### config.mk
export PLATFORM = sky130hd
export DESIGN_NAME = cordic_sched
export DESIGN_NICKNAME = d
export VERILOG_FILES = /design/src/rtl/cordic_pkg.sv /design/src/rtl/cordic_rsp_fifo.sv /design/src/rtl/cordic_sched.sv
export SDC_FILE = /design/constraint.sdc
export NUM_CORES = 1
export LEC_CHECK = 0
export BUFFER_PORTS_ARGS = -buffer_cell sky130_fd_sc_hd__buf_2
export CORE_ASPECT_RATIO = 1.2
export CORE_MARGIN = 2
export CORE_UTILIZATION = 50
export DETAILED_ROUTE_END_ITERATION = 10
export PLACE_DENSITY = 0.85
export SYNTH_ARGS = -nofsm -noshare
export SYNTH_HDL_FRONTEND = slang
export SYNTH_HIERARCHICAL = 1
export SYNTH_SLANG_ARGS = --single-unit
### constraint.sdc
create_clock -name clock -period 3.9 [get_ports clock]
set_input_delay 0.585 -clock clock [delete_from_list [all_inputs] [get_ports clock]]
set_output_delay 0.585 -clock clock [all_outputs]
set_load 0.02 [all_outputs]
### src/rtl/cordic_pkg.sv
// rtl/cordic_pkg.sv - shared defaults and response entry type for the CORDIC scheduler
package cordic_pkg;

  localparam int CORDIC_WIDTH = 16;
  localparam int CORDIC_LAT   = 15;
  localparam int CORDIC_DEPTH = 4;

  // 1/K_hyp prescale so the hyperbolic iterations land on unit-gain cosh/sinh
  localparam logic [15:0] CORDIC_X_INIT = 16'sd19784;

  typedef struct packed {
    logic                    id;
    logic [CORDIC_WIDTH-1:0] cosh;
    logic [CORDIC_WIDTH-1:0] sinh;
  } rsp_entry_t;

endpackage

### src/rtl/cordic_rsp_fifo.sv
// rtl/cordic_rsp_fifo.sv - non-fall-through response FIFO with occupancy count
module cordic_rsp_fifo
  import cordic_pkg::*;
#(
  parameter int  DEPTH   = CORDIC_DEPTH,
  parameter type entry_t = rsp_entry_t
) (
  input  logic                       clock,
  input  logic                       rst_n,
  input  logic                       push,
  input  entry_t                     push_data,
  input  logic                       pop,
  output entry_t                     head,
  output logic                       valid,
  output logic [$clog2(DEPTH+1)-1:0] count
);

  localparam int AW = (DEPTH > 1) ? $clog2(DEPTH) : 1;
  localparam int CW = $clog2(DEPTH + 1);

  entry_t        mem [DEPTH];
  logic [AW-1:0] rd_ptr;
  logic [AW-1:0] wr_ptr;

  function automatic logic [AW-1:0] ptr_inc(input logic [AW-1:0] p);
    return (p == AW'(DEPTH - 1)) ? '0 : p + AW'(1);
  endfunction

  always_ff @(posedge clock) begin
    if (push) mem[wr_ptr] <= push_data;
  end

  always_ff @(posedge clock) begin
    if (!rst_n) begin
      rd_ptr <= '0;
      wr_ptr <= '0;
      count  <= '0;
    end else begin
      if (push) wr_ptr <= ptr_inc(wr_ptr);
      if (pop)  rd_ptr <= ptr_inc(rd_ptr);
      case ({push, pop})
        2'b10:   count <= count + CW'(1);
        2'b01:   count <= count - CW'(1);
        default: count <= count;
      endcase
    end
  end

  // Head is read from storage only, so a push becomes visible the cycle after.
  assign head  = mem[rd_ptr];
  assign valid = (count != '0);

endmodule

### src/rtl/cordic_sched.sv
// rtl/cordic_sched.sv - two-requester credit-gated scheduler for a fixed-latency CORDIC datapath
// CORDIC_SCHED_FIXED_PRIO_EN: requester 0 always wins contention (default build is round-robin)
module cordic_sched
  import cordic_pkg::*;
#(
  parameter int               WIDTH  = CORDIC_WIDTH,
  parameter int               LAT    = CORDIC_LAT,
  parameter int               DEPTH  = CORDIC_DEPTH,
  parameter logic [WIDTH-1:0] X_INIT = CORDIC_X_INIT
) (
  input  logic             clock,
  input  logic             rst_n,
  input  logic             req0_valid,
  input  logic [31:0]      req0_theta,
  output logic             req0_ready,
  input  logic             req1_valid,
  input  logic [31:0]      req1_theta,
  output logic             req1_ready,
  output logic [31:0]      dp_theta,
  output logic [WIDTH-1:0] dp_x,
  output logic [WIDTH-1:0] dp_y,
  input  logic [WIDTH-1:0] dp_cosh,
  input  logic [WIDTH-1:0] dp_sinh,
  output logic             rsp_valid,
  output logic             rsp_id,
  output logic [WIDTH-1:0] rsp_cosh,
  output logic [WIDTH-1:0] rsp_sinh,
  input  logic             rsp_ready
);

  localparam int CW = $clog2(DEPTH + 1);

  typedef struct packed {
    logic             id;
    logic [WIDTH-1:0] cosh;
    logic [WIDTH-1:0] sinh;
  } entry_t;

  logic [LAT:0]  tag_valid;
  logic [LAT:0]  tag_id;
  logic [CW-1:0] inflight;
  logic [CW-1:0] fifo_count;
  logic          has_credit;
  logic          pref;
  logic          win_id;
  logic          accept;
  logic          tail;
  entry_t        push_data;
  entry_t        head;

`ifdef CORDIC_SCHED_FIXED_PRIO_EN
  assign pref = 1'b0;
`else
  logic ptr;

  always_ff @(posedge clock) begin
    if (!rst_n)      ptr <= 1'b0;
    else if (accept) ptr <= ~win_id;
  end

  assign pref = ptr;
`endif

  // Credits come only from registered counts; rst_n gating keeps ready low through reset.
  assign has_credit = rst_n && ((inflight + fifo_count) < CW'(DEPTH));
  assign win_id     = req1_valid && (!req0_valid || pref);
  assign req0_ready = has_credit && !win_id;
  assign req1_ready = has_credit && win_id;
  assign accept     = (req0_valid && req0_ready) || (req1_valid && req1_ready);
  assign tail       = tag_valid[LAT];

  always_ff @(posedge clock) begin
    if (!rst_n) begin
      dp_theta  <= '0;
      dp_x      <= '0;
      dp_y      <= '0;
      tag_valid <= '0;
      tag_id    <= '0;
      inflight  <= '0;
    end else begin
      tag_valid <= {tag_valid[LAT-1:0], accept};
      tag_id    <= {tag_id[LAT-1:0], win_id};
      if (accept) begin
        dp_theta <= win_id ? req1_theta : req0_theta;
        dp_x     <= X_INIT;
        dp_y     <= '0;
      end
      case ({accept, tail})
        2'b10:   inflight <= inflight + CW'(1);
        2'b01:   inflight <= inflight - CW'(1);
        default: inflight <= inflight;
      endcase
    end
  end

  assign push_data = '{id: tag_id[LAT], cosh: dp_cosh, sinh: dp_sinh};

  cordic_rsp_fifo #(
    .DEPTH   (DEPTH),
    .entry_t (entry_t)
  ) u_rsp_fifo (
    .clock     (clock),
    .rst_n     (rst_n),
    .push      (tail),
    .push_data (push_data),
    .pop       (rsp_valid && rsp_ready),
    .head      (head),
    .valid     (rsp_valid),
    .count     (fifo_count)
  );

  assign rsp_id   = head.id;
  assign rsp_cosh = head.cosh;
  assign rsp_sinh = head.sinh;

endmodule

# Word level (Yosys, flattened, before mapping)
# Memory sizes are Yosys's and may differ from the RTL's. A register that Yosys moved wholly into a read port is not among the register bits.
# Cells that the tools add are included.
# word_totals
register_bits	76
mem_bits_rw	132
in_bits	101
out_inout_bits	100
word_cells	48
n_memories	1
# classes
n_addsub	7
n_lt_le_gt_ge	1
n_eq_ne	6
muxes	9
bitwise	1
reduce_logical	14
# memory_table
name	depth	word_bits	read_ports	rd_ports_with_merged_regs	write_ports	line_no	rtl
u_rsp_fifo.mem	4	33	1	1	1	cordic_rsp_fifo.sv:21	entry_t mem [DEPTH];
# ops
operator	count
32-bit 2-to-1 mux	1
3-bit case mux with 2 select lines	2
2-bit == test, second input constant	4
2-bit 2-to-1 mux	4
1-bit logical AND	7
3-bit by 1-bit adder with 3-bit output, second input constant	2
3-bit by 1-bit subtractor with 3-bit output, second input constant	2
2-bit by 1-bit adder with 2-bit output, second input constant	2
2-bit by 1-bit == test with 1-bit output, second input constant	2
2-bit nonzero test	2
3-bit adder	1
3-bit < comparator, second input constant	1
3-bit nonzero test	1
1-bit zero test	2
1-bit logical OR	2
1-bit 2-to-1 mux	2
1-bit inverter	1

# Depth between registers and ports, before layout
# logic_depth
depth_word	9
ltp_mapped	12
ltp_nobuf	11

# Hierarchy
# Netlist, hierarchy kept.
# by_module_without_submodules
mod	n_inst	cells_each	area_per_inst_um2	seq_area_each_um2
cordic_rsp_fifo	1	215	5255.0	4144.0
cordic_sched	1	282	3042.9	1381.3

# Worst setup path after synthesis
# OpenSTA, ideal clock, no wires.
# synth_timing
kind	register -> register
from	register u_rsp_fifo.count[1]
to	register inflight[2]
setup_ps	73
arrival_ps	2405
required_time_ps	3827
setup_slack_ps	1422
stages_incl_launch_ff	13
n_path_buf	1
synth_period_minus_slack_ps	2478
path_cell_list	dfxtp_1 -> ha_1 -> a31oi_1 -> xnor2_1 -> buf_4 -> and3_1 -> inv_1 -> ha_1 -> inv_1 -> fa_1 -> xor2_1 -> or3_1 -> a21oi_1
# synth_via
elab_chain_cells	8
word_cells_on_any_way	12
cone_classes	add/sub: 1; order compare: 1; eq/ne: 2; mux: 1; reduce/logical: 7
# synth_lines
item	line_no	rtl
start, declared	cordic_rsp_fifo.sv:15	output logic [$clog2(DEPTH+1)-1:0] count
start signal, assigned	cordic_rsp_fifo.sv:42	2'b10: count <= count + CW'(1);
start signal, assigned	cordic_rsp_fifo.sv:43	2'b01: count <= count - CW'(1);
start signal, assigned	cordic_rsp_fifo.sv:44	default: count <= count;
3-bit adder *	cordic_sched.sv:65	assign has_credit = rst_n && ((inflight + fifo_count) < CW'(DEPTH));
3-bit < comparator *	cordic_sched.sv:65	
1-bit logical AND *	cordic_sched.sv:65	
1-bit logical AND (on tied branches)	cordic_sched.sv:67, cordic_sched.sv:68	
1-bit logical AND	cordic_sched.sv:69	assign accept = (req0_valid && req0_ready) || (req1_valid && req1_ready);
1-bit logical OR *	cordic_sched.sv:69	
2-bit by 1-bit == test with 1-bit output / 2-bit == test (equally long branches)	cordic_sched.sv:88	case ({accept, tail})
3-bit case mux with 2 select lines / 2-bit nonzero test (equally long branches)	n/a	
end signal, assigned	cordic_sched.sv:89	2'b10: inflight <= inflight + CW'(1);
end signal, assigned	cordic_sched.sv:90	2'b01: inflight <= inflight - CW'(1);
end signal, assigned	cordic_sched.sv:91	default: inflight <= inflight;
end, declared	cordic_sched.sv:41	logic [CW-1:0] inflight;
# Every way passes the cells marked *; elsewhere a longest branch is shown, timed or not.
# A chain may end at the register's enable or synchronous reset.

# Worst setup path after layout
# layout_timing
from	register u_rsp_fifo.count[1]
to	output req0_ready
# layout_via
elab_chain_cells	4
# layout_lines
item	line_no	rtl
3-bit adder	cordic_sched.sv:65	
3-bit < comparator	cordic_sched.sv:65	
1-bit logical AND	cordic_sched.sv:65	
1-bit logical AND	cordic_sched.sv:67	assign req0_ready = has_credit && !win_id;
end, declared	cordic_sched.sv:15	output logic req0_ready,
# Every way passes these cells.

==> metrics <==
H-tree levels=1; Buffers & Inverters on Critical Path=2; final wirelength=15,600 um; fin crit period=2.93 ns; max_slew headroom=38.2%; RR Endpoint=dp_theta[31]$_SDFFE_PN0P_; Largest stage delay, worst path=0.40 ns; gr ovfl total=0; Vias/cell=5.23; PwrDens=464 mW/mm^2; Die Area=0.0176 sq mm; clk buf depth=3; PortBufs=174; register area share after synthesis=66.6%; Seq pwr share=53.5%; Worst Tran Pin Value=0.926 ns; Setup TNS=0 ns; Net Sw Frac=22.3%; Vert. Die Dim=145 um; prevailing post-synth register cell=edfxtp_1; outcome=finished, final reports clean; HPWL Detailed=10,300 um; Worst-path clk slew=0.06 ns; max-cap check violation count=0; CP top delay family=buffers and inverters; maximum VDD drop=277 uV; Yosys cell types=34; R2R cell count=6; CTS sink cnt=210; vias in the first global route=4,989; Crit Path Max Fanout=37; later-pin clock latency in the skew report=0.49 ns; RSZ-0062 raised after global routing=false; Pins Over Slew Limit=0; Starting Density=51.0%; antenna cell count=0; CTS Buf Count=21; synthesized area=0.00830 sq mm; Cell Chain, Critical Path=ha_1, a31oi_1, xnor2_2, buf_4, and3_1, buf_2; synthesized flop and latch total=210; # Post-CTS Setup Buffers=0; Nets=774; DP Area=0.00911 sq mm; die width=122 um; Fin Hold WS=0.311 ns; Site Rows=51; worst hold path depth=1; global-route wire length before repair=24,700 um; period utilisation layout=75.1%; reg2reg start=u_rsp_fifo/count[1]$_SDFFE_PN0P_; post-synthesis average cell area=16.7 sq um; area grow syn2layout=17.3%; Pint=3510 uW; yosys warns=6; Ports=201; CTS resizes=0; Clk pwr share=39.6%; Worst Setup Start Kind=flop; EDFF count, synth=132; routed len/inst=17.5 um; Highest Clock Rate=0.341 GHz; GP Congestion=0.793; final core occ=59.8%; ys async rst share=0%; initial antenna violation count=0; final setup fails=0; largest net degree at the start of global routing=43; Starting DRT DRC Count=293; fin area=0.00973 sq mm; Remaining DRCs=0; core area=0.0163 sq mm; post-synthesis cell count=497; Critical Path Slowest Stage Cell=dfxtp_1; HP Start=dp_cosh[9]; Combinational Power Share=6.9%; clock tree from TritonCTS=yes; WS Path Type=reg2out; Worst EP arrival=2.35 ns; Hold Path Class=in2reg; GRT Overall Usage=17.5%; Pleak=0.00380 uW; Final Hold Viols=0; Setup crit end kind=output port; CTS Root Cell=clkbuf_16; share of layout cells above drive strength 1=41.0%; Post-CTS Hold Buffers=0; WP data required=3.31 ns; Clock Skews=0.0104 ns; Hold Path End=u_rsp_fifo/mem[3][25]$_DFFE_PP_; Vias=4,659; reg2reg setup slack=1.22 ns; NetSw=1010 uW; post-route ant nets=0; Pwr Total=4520 uW; Initial DRT Pass Iterations=5
==> routing by layer <==
metal | share of wire, % | routed length (um) | vias up | global-route usage, %
met5 | 0 | 0 | - | 0
met4 | 2.1 | 328 | 0 | 5.11
met3 | 6.8 | 1060 | 22 | 3.22
met2 | 51 | 7950 | 219 | 31.2
met1 | 40 | 6230 | 2275 | 21.4
li1 | - | - | 2143 | -
==> registers in the layout (all words and copies together) (netlist names), named ones only <==
register and cells:
u_rsp_fifo/count 3, pref 1, tag_id 16, u_rsp_fifo/rd_ptr 2, u_rsp_fifo/mem 132, tag_valid 16
u_rsp_fifo/wr_ptr 2, inflight 3, dp_x 1, dp_theta 32
==> stage by stage <==
stage               instances  worst slack, ns
global placement          852             1.25
floorplan                 522             1.42
global route              890            0.826
detailed placement        852             1.20
CTS                       890            0.961
finish                    890            0.970
==> worst register-to-register path, delay by kind of cell (launching register included) <==
family | cells | cell delay [ns]
simple gates | 1 | 0.85
xor+xnor | 1 | 0.16
buf+inv | 1 | 0.37
flops | 1 | 0.40
fa+ha+maj | 1 | 0.26
compound gates | 2 | 0.48
==> synth_stat cells, types with 2 or more instances <==
cell type  instances  area share [%]
a211oi_1           4            0.36
a211oi_2          29             4.4
a21oi_1           34             2.1
and2_1            38             2.9
and3_1             2            0.15
buf_12             3            0.72
buf_2              4            0.24
buf_4             36             3.3
buf_6              8             1.1
clkbuf_1           9            0.41
dfxtp_1           78              19
edfxtp_1         132              48
fa_1               2            0.48
ha_1               8             1.2
inv_1              9            0.41
mux2i_1           35             4.2
mux4_1             3            0.95
mux4_2            30             8.1
nor2_1             5            0.23
nor2b_1            4            0.30
o21a_1             3            0.27
o21ai_0            3            0.18
or3_1              3            0.23
xnor2_1            4            0.42
xor2_1             2            0.21
==> cell usage in the layout, fill, tap and decap left out, types with 5 or more instances in the layout <==
| cell type | count |
|---|---|
| a211oi_2 | 29 |
| a21oi_1 | 34 |
| and2_1 | 33 |
| and2_2 | 5 |
| buf_2 | 174 |
| buf_4 | 5 |
| clkbuf_16 | 21 |
| clkinv_1 | 5 |
| conb_1 | 26 |
| dfxtp_1 | 77 |
| edfxtp_1 | 132 |
| ha_1 | 8 |
| inv_1 | 9 |
| mux2i_1 | 35 |
| mux4_2 | 30 |
| nor2_1 | 5 |
==> area by class of cell <==
cell class | count | area [sq um]
Tap cell | 212 | 265
Multi-Input combinational cell | 241 | 2380
Inverter | 10 | 37.5
Clock buffer | 23 | 533
Timing Repair Buffer | 179 | 908
Fill cell | 1213 | 6540
Clock inverter | 15 | 85.1
Sequential cell | 210 | 5530
==> cells by family (layout without fill, tap and decap cells) <==
| kind of cell | Yosys count | in the layout | synth area share, % |
|---|---|---|---|
| and+or+nand+nor | 55 | 55 | 4.00 |
| xor gates and xnor gates | 6 | 6 | 0.633 |
| DFF | 210 | 210 | 66.6 |
| muxes | 68 | 68 | 13.3 |
| other | 1 | 26 | 0.0452 |
| AOI/OAI and AO/OA | 76 | 76 | 7.52 |
| adders and majority gates | 10 | 10 | 1.69 |
| buffers and inverters | 71 | 227 | 6.21 |
==> power by group through the flow <==
stage                     combinational, uW  clock (uW)  sequential [uW]
after CTS                               311        1840             2420
after global placement                  295           0             2460
after detailed placement                310           0             2460
final                                   309        1790             2420
after floorplan                         180           0             2500
after global routing                    333        1920             2420
==> worst max path at each step <==
stage | cells after the start | endpoint | startpoint | slack [ns]
final | 6 | req0_ready | u_rsp_fifo/count[1]$_SDFFE_PN0P_ | 0.97
after detailed placement | 5 | req1_ready | rst_n | 1.20
after global routing | 6 | req0_ready | u_rsp_fifo/count[1]$_SDFFE_PN0P_ | 0.83
after floorplan | 12 | inflight[2]$_SDFFE_PN0P_ | u_rsp_fifo/count[1]$_SDFFE_PN0P_ | 1.42
after global placement | 5 | req1_ready | rst_n | 1.25
after CTS | 6 | req0_ready | u_rsp_fifo/count[1]$_SDFFE_PN0P_ | 0.96
No activity file was read; power rests on OpenSTA's default activity.
